==> src/rtl/except_ctrl.sv <==
// rtl/except_ctrl.sv - commit-point exception/interrupt scheduler with flush and redirect sequencing
//
// Purpose: picks the highest-priority exception or interrupt of the committing
// instruction. It then pulses the CP0 exception fields for one cycle, holds
// flush and stall, and offers the redirect PC to fetch over valid/ready.
//
// Parameters:
//   EXC_VECTOR   redirect target for every exception and interrupt
//   FLUSH_CYCLES cycles flush_o stays high, counted from ENTER (1..15)
//
// Ports:
//   clk, rst                  clock, asynchronous active-low reset
//   commit_*                  committing instruction: valid, pc, delay-slot flag
//   exc_*_i, eret_i           exception flags of the committing instruction
//   mem_vaddr_i               data address for load/store address errors
//   status_i, cause_i, epc_i  CP0 state
//   excepttype_o, pc_o, bad_vaddr_o, is_in_delayslot_o
//                             CP0 update fields, non-zero only in ENTER
//   flush_o, stall_req_o      pipeline control
//   redirect_valid_o, redirect_pc_o, redirect_ready_i
//                             redirect handshake to fetch
//
// Optional feature macro: EXC_STATS_EN adds exc_cnt_o / int_cnt_o event counters.
module except_ctrl #(
    parameter logic [31:0] EXC_VECTOR   = 32'hBFC00380,
    parameter int unsigned FLUSH_CYCLES = 2
) (
    input  logic        clk,
    input  logic        rst,
    input  logic        commit_valid_i,
    input  logic [31:0] commit_pc_i,
    input  logic        commit_ds_i,
    input  logic        exc_adel_if_i,
    input  logic        exc_ri_i,
    input  logic        exc_ov_i,
    input  logic        exc_trap_i,
    input  logic        exc_sys_i,
    input  logic        exc_bp_i,
    input  logic        exc_adel_i,
    input  logic        exc_ades_i,
    input  logic        eret_i,
    input  logic [31:0] mem_vaddr_i,
    input  logic [31:0] status_i,
    input  logic [31:0] cause_i,
    input  logic [31:0] epc_i,
    output logic [31:0] excepttype_o,
    output logic [31:0] pc_o,
    output logic [31:0] bad_vaddr_o,
    output logic        is_in_delayslot_o,
    output logic        flush_o,
    output logic        stall_req_o,
    output logic        redirect_valid_o,
    output logic [31:0] redirect_pc_o,
`ifdef EXC_STATS_EN
    output logic [31:0] exc_cnt_o,
    output logic [31:0] int_cnt_o,
`endif
    input  logic        redirect_ready_i
);

    typedef enum logic [1:0] {S_IDLE, S_ENTER, S_FLUSH, S_REDIRECT} state_t;

    state_t      state_q, state_d;
    logic [3:0]  cnt_q, cnt_d;
    logic [31:0] code_q, code_d;
    logic [31:0] epc_lat_q, epc_lat_d;
    logic [31:0] badv_q, badv_d;
    logic        ds_q, ds_d;
    logic [31:0] target_q, target_d;

    logic [31:0] excepttype_q, excepttype_d;
    logic [31:0] pc_out_q, pc_out_d;
    logic [31:0] bad_vaddr_q, bad_vaddr_d;
    logic        ds_out_q, ds_out_d;
    logic        flush_q, flush_d;
    logic        stall_q, stall_d;
    logic        rvalid_q, rvalid_d;
    logic [31:0] rpc_q, rpc_d;

    logic        int_pend;
    logic        any_flag;
    logic        event_hit;
    logic [31:0] sel_code;
    logic [31:0] sel_badv;

    // Status/Cause bits outside IE, EXL and the IM/IP fields play no part here.
    logic unused_bits;
    assign unused_bits = ^{status_i[31:16], status_i[7:2], cause_i[31:16], cause_i[7:0]};

    always_comb begin
        int_pend  = status_i[0] & ~status_i[1] & (|(status_i[15:8] & cause_i[15:8]));
        any_flag  = exc_adel_if_i | exc_ri_i | exc_ov_i | exc_trap_i | exc_sys_i |
                    exc_bp_i | exc_adel_i | exc_ades_i | eret_i;
        event_hit = commit_valid_i & (int_pend | any_flag);

        sel_code = 32'h0;
        sel_badv = 32'h0;
        if (int_pend)           sel_code = 32'h1;
        else if (exc_adel_if_i) begin sel_code = 32'h4; sel_badv = commit_pc_i; end
        else if (exc_ri_i)      sel_code = 32'hA;
        else if (exc_ov_i)      sel_code = 32'hC;
        else if (exc_trap_i)    sel_code = 32'hD;
        else if (exc_sys_i)     sel_code = 32'h8;
        else if (exc_bp_i)      sel_code = 32'h9;
        else if (exc_adel_i)    begin sel_code = 32'h4; sel_badv = mem_vaddr_i; end
        else if (exc_ades_i)    begin sel_code = 32'h5; sel_badv = mem_vaddr_i; end
        else if (eret_i)        sel_code = 32'hE;

        state_d   = state_q;
        cnt_d     = cnt_q;
        code_d    = code_q;
        epc_lat_d = epc_lat_q;
        badv_d    = badv_q;
        ds_d      = ds_q;
        target_d  = target_q;

        case (state_q)
            S_IDLE: begin
                if (event_hit) begin
                    code_d    = sel_code;
                    epc_lat_d = commit_pc_i;
                    ds_d      = commit_ds_i;
                    badv_d    = sel_badv;
                    // ERET only wins when nothing else is flagged, so code E alone selects EPC.
                    target_d  = (sel_code == 32'hE) ? epc_i : EXC_VECTOR;
                    state_d   = S_ENTER;
                end
            end
            S_ENTER: begin
                cnt_d   = 4'(FLUSH_CYCLES - 1);
                state_d = (FLUSH_CYCLES == 1) ? S_REDIRECT : S_FLUSH;
            end
            S_FLUSH: begin
                cnt_d = cnt_q - 4'd1;
                // Leaving when the decremented count reaches zero keeps ENTER plus
                // the FLUSH cycles equal to FLUSH_CYCLES in total.
                if (cnt_q <= 4'd1) state_d = S_REDIRECT;
            end
            S_REDIRECT: begin
                if (redirect_ready_i) state_d = S_IDLE;
            end
            default: state_d = S_IDLE;
        endcase

        // Outputs are registered, so they are derived from the state being entered.
        excepttype_d = 32'h0;
        pc_out_d     = 32'h0;
        bad_vaddr_d  = 32'h0;
        ds_out_d     = 1'b0;
        flush_d      = 1'b0;
        stall_d      = 1'b0;
        rvalid_d     = 1'b0;
        rpc_d        = 32'h0;
        case (state_d)
            S_ENTER: begin
                excepttype_d = code_d;
                pc_out_d     = epc_lat_d;
                bad_vaddr_d  = badv_d;
                ds_out_d     = ds_d;
                flush_d      = 1'b1;
                stall_d      = 1'b1;
            end
            S_FLUSH: begin
                flush_d = 1'b1;
                stall_d = 1'b1;
            end
            S_REDIRECT: begin
                rvalid_d = 1'b1;
                rpc_d    = target_d;
                stall_d  = 1'b1;
            end
            default: ;
        endcase
    end

    always_ff @(posedge clk or negedge rst) begin
        if (!rst) begin
            state_q      <= S_IDLE;
            cnt_q        <= 4'd0;
            code_q       <= 32'h0;
            epc_lat_q    <= 32'h0;
            badv_q       <= 32'h0;
            ds_q         <= 1'b0;
            target_q     <= 32'h0;
            excepttype_q <= 32'h0;
            pc_out_q     <= 32'h0;
            bad_vaddr_q  <= 32'h0;
            ds_out_q     <= 1'b0;
            flush_q      <= 1'b0;
            stall_q      <= 1'b0;
            rvalid_q     <= 1'b0;
            rpc_q        <= 32'h0;
        end else begin
            state_q      <= state_d;
            cnt_q        <= cnt_d;
            code_q       <= code_d;
            epc_lat_q    <= epc_lat_d;
            badv_q       <= badv_d;
            ds_q         <= ds_d;
            target_q     <= target_d;
            excepttype_q <= excepttype_d;
            pc_out_q     <= pc_out_d;
            bad_vaddr_q  <= bad_vaddr_d;
            ds_out_q     <= ds_out_d;
            flush_q      <= flush_d;
            stall_q      <= stall_d;
            rvalid_q     <= rvalid_d;
            rpc_q        <= rpc_d;
        end
    end

    assign excepttype_o      = excepttype_q;
    assign pc_o              = pc_out_q;
    assign bad_vaddr_o       = bad_vaddr_q;
    assign is_in_delayslot_o = ds_out_q;
    assign flush_o           = flush_q;
    assign stall_req_o       = stall_q;
    assign redirect_valid_o  = rvalid_q;
    assign redirect_pc_o     = rpc_q;

`ifdef EXC_STATS_EN
    logic [31:0] exc_cnt_q, exc_cnt_d;
    logic [31:0] int_cnt_q, int_cnt_d;

    always_comb begin
        exc_cnt_d = exc_cnt_q;
        int_cnt_d = int_cnt_q;
        if (state_d == S_ENTER) begin
            if (code_d == 32'h1)       int_cnt_d = int_cnt_q + 32'd1;
            else if (code_d != 32'hE)  exc_cnt_d = exc_cnt_q + 32'd1;
        end
    end

    always_ff @(posedge clk or negedge rst) begin
        if (!rst) begin
            exc_cnt_q <= 32'h0;
            int_cnt_q <= 32'h0;
        end else begin
            exc_cnt_q <= exc_cnt_d;
            int_cnt_q <= int_cnt_d;
        end
    end

    assign exc_cnt_o = exc_cnt_q;
    assign int_cnt_o = int_cnt_q;
`endif

endmodule
==> config.mk <==
export PLATFORM = sky130hd
export DESIGN_NAME = except_ctrl
export DESIGN_NICKNAME = d
export VERILOG_FILES = /design/src/rtl/except_ctrl.sv
export SDC_FILE = /design/constraint.sdc
export NUM_CORES = 1
export LEC_CHECK = 0
export ABC_CLOCK_PERIOD_IN_PS = 3600
export CAP_MARGIN = 20
export CORE_AREA = 2 2 160 162
export DETAILED_ROUTE_END_ITERATION = 16
export DIE_AREA = 0 0 162 164
export PLACE_DENSITY = 0.7
export SLEW_MARGIN = 25
export SYNTH_ARGS = -nofsm -noshare
export SYNTH_HDL_FRONTEND = slang
export SYNTH_SLANG_ARGS = --single-unit
==> constraint.sdc <==
create_clock -name clk -period 3.6 [get_ports clk]
set_clock_uncertainty 0.1 [all_clocks]
set_input_delay 0.54 -clock clk [delete_from_list [all_inputs] [get_ports clk]]
set_output_delay 0.54 -clock clk [all_outputs]
set_load 0.02 [all_outputs]
==> results of run 1 <==
==> final timing paths <==
kind / endpoint / startpoint / slack [ns]
max: bad_vaddr_o[11]$_DFF_PN0_ / state_q[0]$_DFF_PN0_ / 0.73
min: code_q[2]$_DFF_PN0_ / code_q[2]$_DFF_PN0_ / 0.37
max reg2reg: bad_vaddr_o[11]$_DFF_PN0_ / state_q[0]$_DFF_PN0_ / 0.73
min reg2reg: code_q[2]$_DFF_PN0_ / code_q[2]$_DFF_PN0_ / 0.37
max in group asynchronous: redirect_pc_o[17]$_DFF_PN0_ / rst / 2.01
min in group asynchronous: excepttype_o[23]$_DFF_PN0_ / rst / 0.40
==> worst max-delay path, stage by stage (launching register included) <==
cell and delay (ns):
sky130_fd_sc_hd__dfrtp_1 0.39, sky130_fd_sc_hd__inv_1 0.09, sky130_fd_sc_hd__ha_1 0.24, sky130_fd_sc_hd__or2_2 0.28, sky130_fd_sc_hd__o311ai_0 0.72, sky130_fd_sc_hd__ha_2 0.41
sky130_fd_sc_hd__and2_1 0.17, sky130_fd_sc_hd__buf_4 0.24, sky130_fd_sc_hd__o2bb2ai_1 0.14
==> area by class of cell <==
class	instances	area (um^2)	share of cell area (%)
Clock buffer	40	837.1	6.069
Timing Repair Buffer	282	2855	20.70
Clock inverter	11	111.4	0.8074
Tap cell	330	412.9	2.994
Sequential cell	267	6681	48.44
Inverter	11	41.29	0.2994
Multi-Input combinational cell	394	2853	20.68
==> placed cells by master, fill, tap and decap left out, types with 2 or more instances in the layout <==
cell type and instances:
sky130_fd_sc_hd__a21o_1 2, sky130_fd_sc_hd__a22o_1 22, sky130_fd_sc_hd__a22oi_1 36, sky130_fd_sc_hd__and2_1 86, sky130_fd_sc_hd__and3_1 28, sky130_fd_sc_hd__buf_12 5
sky130_fd_sc_hd__buf_4 16, sky130_fd_sc_hd__bufinv_16 2, sky130_fd_sc_hd__clkbuf_1 4, sky130_fd_sc_hd__clkbuf_16 29, sky130_fd_sc_hd__clkbuf_8 7, sky130_fd_sc_hd__clkdlybuf4s50_1 258
sky130_fd_sc_hd__clkinv_2 7, sky130_fd_sc_hd__dfrtp_1 267, sky130_fd_sc_hd__ha_1 9, sky130_fd_sc_hd__inv_1 11, sky130_fd_sc_hd__mux2_2 32, sky130_fd_sc_hd__nand2_1 41
sky130_fd_sc_hd__nand2b_1 2, sky130_fd_sc_hd__nand3_1 4, sky130_fd_sc_hd__nand3b_1 2, sky130_fd_sc_hd__nor2_1 10, sky130_fd_sc_hd__nor3_1 3, sky130_fd_sc_hd__o21a_1 3
sky130_fd_sc_hd__o21ai_0 37, sky130_fd_sc_hd__o221a_2 12, sky130_fd_sc_hd__o22a_1 12, sky130_fd_sc_hd__o2bb2ai_1 32
==> metrics by stage <==
step	area, um^2	power, uW	worst slack, ns
floorplan	9779	5724	0.9735
global placement	12810	6965	0.3178
detailed placement	12810	7036	0.2864
CTS	13750	9996	0.6319
global route	13790	10430	0.5083
finish	13790	9833	0.7257
==> registers in the layout, summed over array words and instances (netlist names), 2 cells and up <==
| signal | flops |
|---|---|
| epc_lat_q | 32 |
| redirect_pc_o | 32 |
| bad_vaddr_o | 32 |
| state_q | 2 |
| code_q | 32 |
| cnt_q | 4 |
| badv_q | 32 |
| excepttype_o | 32 |
| target_q | 32 |
| pc_o | 32 |
==> kinds of logic after synthesis <==
logic type | share of synthesized area [%]
muxes | 3.800
DFF | 68.32
adders and majority gates | 1.279
buffers and inverters | 2.623
AOI/OAI and AO/OA | 13.29
and+or+nand+nor | 10.68
==> layer usage <==
| metal | global-route usage, % | part of all wire (%) | wire length [um] | vias to the layer above |
|---|---|---|---|---|
| met5 | 0 | 0 | 0 | - |
| met4 | 4.103 | 1.8 | 419 | 0 |
| met3 | 6.035 | 8.9 | 2094 | 33 |
| met2 | 28.24 | 46 | 10680 | 225 |
| met1 | 23.58 | 44 | 10200 | 3230 |
| li1 | - | - | - | 3067 |
==> power by group <==
group / switching (uW) / internal (uW)
Clock: 1140 / 1750
Sequential: 230 / 3690
Combinational: 1660 / 1350
==> impl_metrics.env, run 1 <==
export IMPL_outcome="finished clean"
export IMPL_placeableCoreArea_um2=24820
export IMPL_nFillCells=2093
export IMPL_antenna_found_initial=0
export IMPL_cts_made_buffers=28
export IMPL_cts_max_level=1
export IMPL_ys_seq_elements=267
export IMPL_rsz0062_at_grt="false"
export IMPL_dpl_hpwl_um=15050
export IMPL_initialDrtViolationCount=340
export IMPL_routed_wl_um=23400
export IMPL_fin_util_pct=55.57
export IMPL_cp_data_required_time_ns=3.95
export IMPL_fmax_mhz=347.9
export IMPL_setup_violations_final=0
export IMPL_drtAntennaViolNets=0
export IMPL_number_of_flops_mapped_to_enable_cells_by_yosys=0
export IMPL_remaining_drc_errors=0
export IMPL_worstHoldPathCells=2
export IMPL_final_net_count=1168
export IMPL_number_of_global_route_vias_before_repair=6769
export IMPL_worstSkewPairLatency_ns=0.53
export IMPL_hold_slack_ns=0.3704
export IMPL_maxSlewViolCount=0
export IMPL_grt_pass1_wl_um=37090
export IMPL_layout_area_overhead_pct=41.03
export IMPL_grt_overflow=0
export IMPL_worstPathArrival_ns=3.23
export IMPL_clock_tree_sinks=267
export IMPL_worst_r2r_path_depth=8
export IMPL_num_io_pins=306
export IMPL_globalplace_congestion=0.7450
export IMPL_synthDistinctLibCells=44
export IMPL_antenna_cells=0
export IMPL_height_of_the_die_um=164
export IMPL_max_vdd_ir_drop_v=0.0003405
export IMPL_drive_gt1_share_pct=12.14
export IMPL_synth_cell_area_um2=9779
export IMPL_floorplan_initialDensity_pct=39.40
export IMPL_finish_cell_count_without_fillers=1335
export IMPL_grt_start_max_net_pins=125
export IMPL_commonest_cells_in_the_netlist="267 x sky130_fd_sc_hd__dfrtp_1, 85 x sky130_fd_sc_hd__and2_1, 41 x sky130_fd_sc_hd__nand2_1, 37 x sky130_fd_sc_hd__o21ai_0, 36 x sky130_fd_sc_hd__a22oi_1"
export IMPL_cts_setup_buffers=0
export IMPL_path_class="flop to flop"
export IMPL_synthDominantAreaCellType="sky130_fd_sc_hd__dfrtp_1"
export IMPL_timing_critical_path_to_type="flop"
export IMPL_synth_area_top_cells="sky130_fd_sc_hd__dfrtp_1 68%, sky130_fd_sc_hd__and2_1 5.4%, sky130_fd_sc_hd__mux2_2 3.7%"
export IMPL_minimum_clock_period_after_layout_ns=2.874
export IMPL_cts_tree="done"
export IMPL_chipWidth_um=162
export IMPL_synth_top_flop_cell="sky130_fd_sc_hd__dfrtp_1"
export IMPL_path_clk_slew_ns=0.06
export IMPL_worstHoldPathType="flop to flop"
export IMPL_post_cts_resize_count=0
export IMPL_port_buffers=259
export IMPL_timing_max_cap_violations=0
export IMPL_hold_violations=0
export IMPL_number_of_buffers_between_clock_root_and_the_deepest_sink=3
export IMPL_cts_hold_buf=0
export IMPL_layout_worst_path_cycle_share_pct=79.84
export IMPL_drt_pass1_iterations=4
export IMPL_yosys_warnings=0
export IMPL_synth_net_count=905
export IMPL_worstMarginPinSlew_ns=0.8580
export IMPL_yosys_cell_count_top_type="sky130_fd_sc_hd__dfrtp_1"
export IMPL_leakagePower_uw=0.006211
export IMPL_ys_seq_area_share_pct=68.32
export IMPL_totalNegativeSetupSlack_ns=0
export IMPL_avgViaCountPerCell=4.910
export IMPL_via_count=6555
export IMPL_die_area_um2=26570
export IMPL_rows=58
export IMPL_synth_largest_type_area_fraction_pct=68.32
export IMPL_synthCells=721
export IMPL_groute_usage_overall_pct=17.72
export IMPL_ffs_w_async_s_r_synth_pct=100.0
export IMPL_root_buffer="sky130_fd_sc_hd__clkbuf_16"
export IMPL_slew_headroom_pct=42.07
export IMPL_placed_cells=1282
export IMPL_drt_wirelength_per_cell_um=17.53
export IMPL_critical_path_max_fanout=16
export IMPL_power_density_nw_per_um2=712.9
export IMPL_timing_critical_path_from_type="flop"
export IMPL_synth_area_per_cell_um2=13.56
(Power assumes the default switching activity.)
==> run 2, diff against run 1 <==
- ABC_CLOCK_PERIOD_IN_PS: 3600 -> 2650
- clock period: 3.6 -> 2.65 ns (I/O delays scaled with it)
==> run 2 against run 1 <==
Net effect: first-iteration DRC count fell by 6.2%; final cell count rose by 1.7%; critical endpoint is now excepttype_o[9]$_DFF_PN0_; critical path depth decreased by 1; register-to-register slack worse by 0.51 ns; worst setup slack lost 0.51 ns; critical path type unchanged; sequential share of layout area decreased by 0.75 points; utilization up 0.87 points; die area unchanged; total power increased by 38%; global-route usage fell by 0.22 points; flip-flop and latch count stayed put.
==> impl_metrics.env, run 2 (synthesized netlist as in run 1, its figures left out) <==
export IMPL_die_area_um2=26570
export IMPL_timing_max_cap_violations=0
export IMPL_power_clock_fraction_pct=28.7
export IMPL_height_of_the_die_um=164
export IMPL_via_count=6694
export IMPL_cpLargestDelayFamily="adder cells"
export IMPL_initialDrtViolationCount=319
export IMPL_grt_overflow=0
export IMPL_sw_frac_of_total_pct=30.94
export IMPL_leakagePower_uw=0.006326
export IMPL_worstMarginPinSlew_ns=0.6454
export IMPL_minimum_clock_period_after_layout_ns=2.435
export IMPL_cts_max_level=1
export IMPL_placement_setup_worst_slack_ns=-0.1401
export IMPL_groute_layer_met2_usage_pct=28.20
export IMPL_floorplan_initialDensity_pct=39.40
export IMPL_worstReg2RegStart="state_q[0]$_DFF_PN0_"
export IMPL_fmax_mhz=410.7
export IMPL_globalplace_congestion=0.7728
export IMPL_number_of_buffers_between_clock_root_and_the_deepest_sink=3
export IMPL_rows=58
export IMPL_most_common_cell_after_layout_fill_and_taps_aside="sky130_fd_sc_hd__dfrtp_1"
export IMPL_fin_util_pct=56.44
export IMPL_drt_pass1_iterations=7
export IMPL_cp_slowest_cell="sky130_fd_sc_hd__dfrtp_1"
export IMPL_antenna_found_initial=1
export IMPL_routed_wl_um=23360
export IMPL_antenna_cells=0
export IMPL_grt_start_max_net_pins=82
export IMPL_rsz0062_at_grt="false"
export IMPL_crit_path_max_incr_delay_ns=0.39
export IMPL_num_io_pins=306
export IMPL_outcome="finished clean"
export IMPL_max_vdd_ir_drop_v=0.0007272
export IMPL_cp_cell_sequence="inv_1 > ha_1 > or2_2 > o311ai_1 > ha_2 > buf_4 > and3_1"
export IMPL_grt_pass1_wl_um=37120
export IMPL_critical_path_max_fanout=33
export IMPL_groute_layer_met3_usage_pct=5.505
export IMPL_groute_layer_met1_usage_pct=23.22
export IMPL_critical_path_n_buffers_inverters=2
export IMPL_power_combinational_fraction_pct=32.0
export IMPL_ff2ff_setup_slack_ns=0.22
export IMPL_commonest_cells_after_routing_fill_and_taps_aside="267 x sky130_fd_sc_hd__dfrtp_1, 258 x sky130_fd_sc_hd__clkdlybuf4s50_1, 86 x sky130_fd_sc_hd__and2_1"
export IMPL_chipWidth_um=162
export IMPL_internal_power_uw=9363
export IMPL_remaining_drc_errors=0
export IMPL_worstHoldPathType="input port to async pin"
export IMPL_root_buffer="sky130_fd_sc_hd__clkbuf_16"
export IMPL_hold_violations=0
export IMPL_dpl_hpwl_um=15590
export IMPL_cp_data_required_time_ns=3.01
export IMPL_regToRegEndpoint="excepttype_o[9]$_DFF_PN0_"
export IMPL_cts_tree="done"
export IMPL_worst_r2r_path_depth=7
export IMPL_path_depth=7
export IMPL_final_net_count=1190
export IMPL_port_buffers=259
export IMPL_setup_ws_ns=0.2153
export IMPL_sequential_share_of_power_pct=39.2
export IMPL_worstPathArrival_ns=2.79
export IMPL_timing_critical_path_to_type="flop"
export IMPL_layout_worst_path_cycle_share_pct=91.88
export IMPL_drive_gt1_share_pct=13.91
export IMPL_groute_usage_overall_pct=17.50
export IMPL_path_clk_slew_ns=0.06
export IMPL_power_density_nw_per_um2=967.9
export IMPL_placeableCoreArea_um2=24820
export IMPL_clock_tree_sinks=267
export IMPL_avgViaCountPerCell=4.929
export IMPL_worstSkewPairLatency_ns=0.54
export IMPL_drt_wirelength_per_cell_um=17.20
export IMPL_timing_critical_path_from_type="flop"
export IMPL_drtAntennaViolNets=0
export IMPL_p_switching_uw=4195
export IMPL_grt_busiest_layer="met2"
export IMPL_number_of_global_route_vias_before_repair=6991
export IMPL_slew_headroom_pct=56.97
export IMPL_setup_violations_final=0
export IMPL_maxSlewViolCount=0
export IMPL_path_class="flop to flop"
export IMPL_layout_area_overhead_pct=43.24
export IMPL_cts_made_buffers=28
-- run 2: worst max-delay path by stage --
| stage | startpoint | endpoint |
|---|---|---|
| after floorplan | state_q[0]$_DFF_PN0_ | excepttype_o[0]$_DFF_PN0_ |
| after global placement | status_i[8] | bad_vaddr_o[0]$_DFF_PN0_ |
| after detailed placement | exc_sys_i | bad_vaddr_o[17]$_DFF_PN0_ |
| after CTS | state_q[0]$_DFF_PN0_ | excepttype_o[9]$_DFF_PN0_ |
| after global routing | state_q[1]$_DFF_PN0_ | bad_vaddr_o[26]$_DFF_PN0_ |
| final | state_q[0]$_DFF_PN0_ | excepttype_o[9]$_DFF_PN0_ |
-- run 2: through the flow --
stage	setup TNS, ns	area, um^2	std cells	hold WS, ns	power, uW
floorplan	0	9779	721	0.001909	7776
global placement	-7.709	13070	1305	0.3474	9693
detailed placement	-11.99	13070	1305	0.3483	9783
CTS	0	14010	1358	0.3547	13720
global route	0	14010	1358	0.3731	14350
finish	0	14010	1358	0.3696	13560
-- run 2: repair_timing --
item                                    in CTS  in global routing
hold buffers                                 1                  0
gates resized for setup                      0                  1
endpoints found under the setup margin       0                 73
buffers inserted                             0                  0
endpoints found under the hold margin       74                  0
-- run 2: routing by layer --
metal | wire length, um | vias up
li1 | - | 3107
met1 | 10220 | 3333
met2 | 10580 | 214
met3 | 2076 | 38
met4 | 470 | 2
met5 | 13 | -
-- run 2: final cells by class --
class / instances / area, um^2
clock buffer: 40 / 817.0
clock inverter: 12 / 115.1
fill: 2065 / 10810
inverter: 11 / 41.29
multi-input combinational: 394 / 2853
sequential: 267 / 6681
tap: 330 / 412.9
timing repair buffer: 304 / 3088
-- run 2: power by group through the flow --
stage	logic, uW	registers, uW	clock network (uW)
after floorplan	1960	5810	0
after detailed placement	4380	5400	0
after CTS	4410	5330	3990
after global routing	4760	5420	4170
after global placement	4330	5370	0
final	4340	5320	3890
==> run 3, diff against run 2 <==
- SKIP_CTS_REPAIR_TIMING: not set -> 1
==> results of run 3 <==
The final DEF is identical to that of run 2; final timing and power are the same.
Main changes from that run: wire length of the first global-routing pass 37120 um -> 37100 um; via count of the first global-routing pass 6991 -> 6985; overall routing resource usage 17.50% -> 17.49%; met2 usage 28.20% -> 28.18%
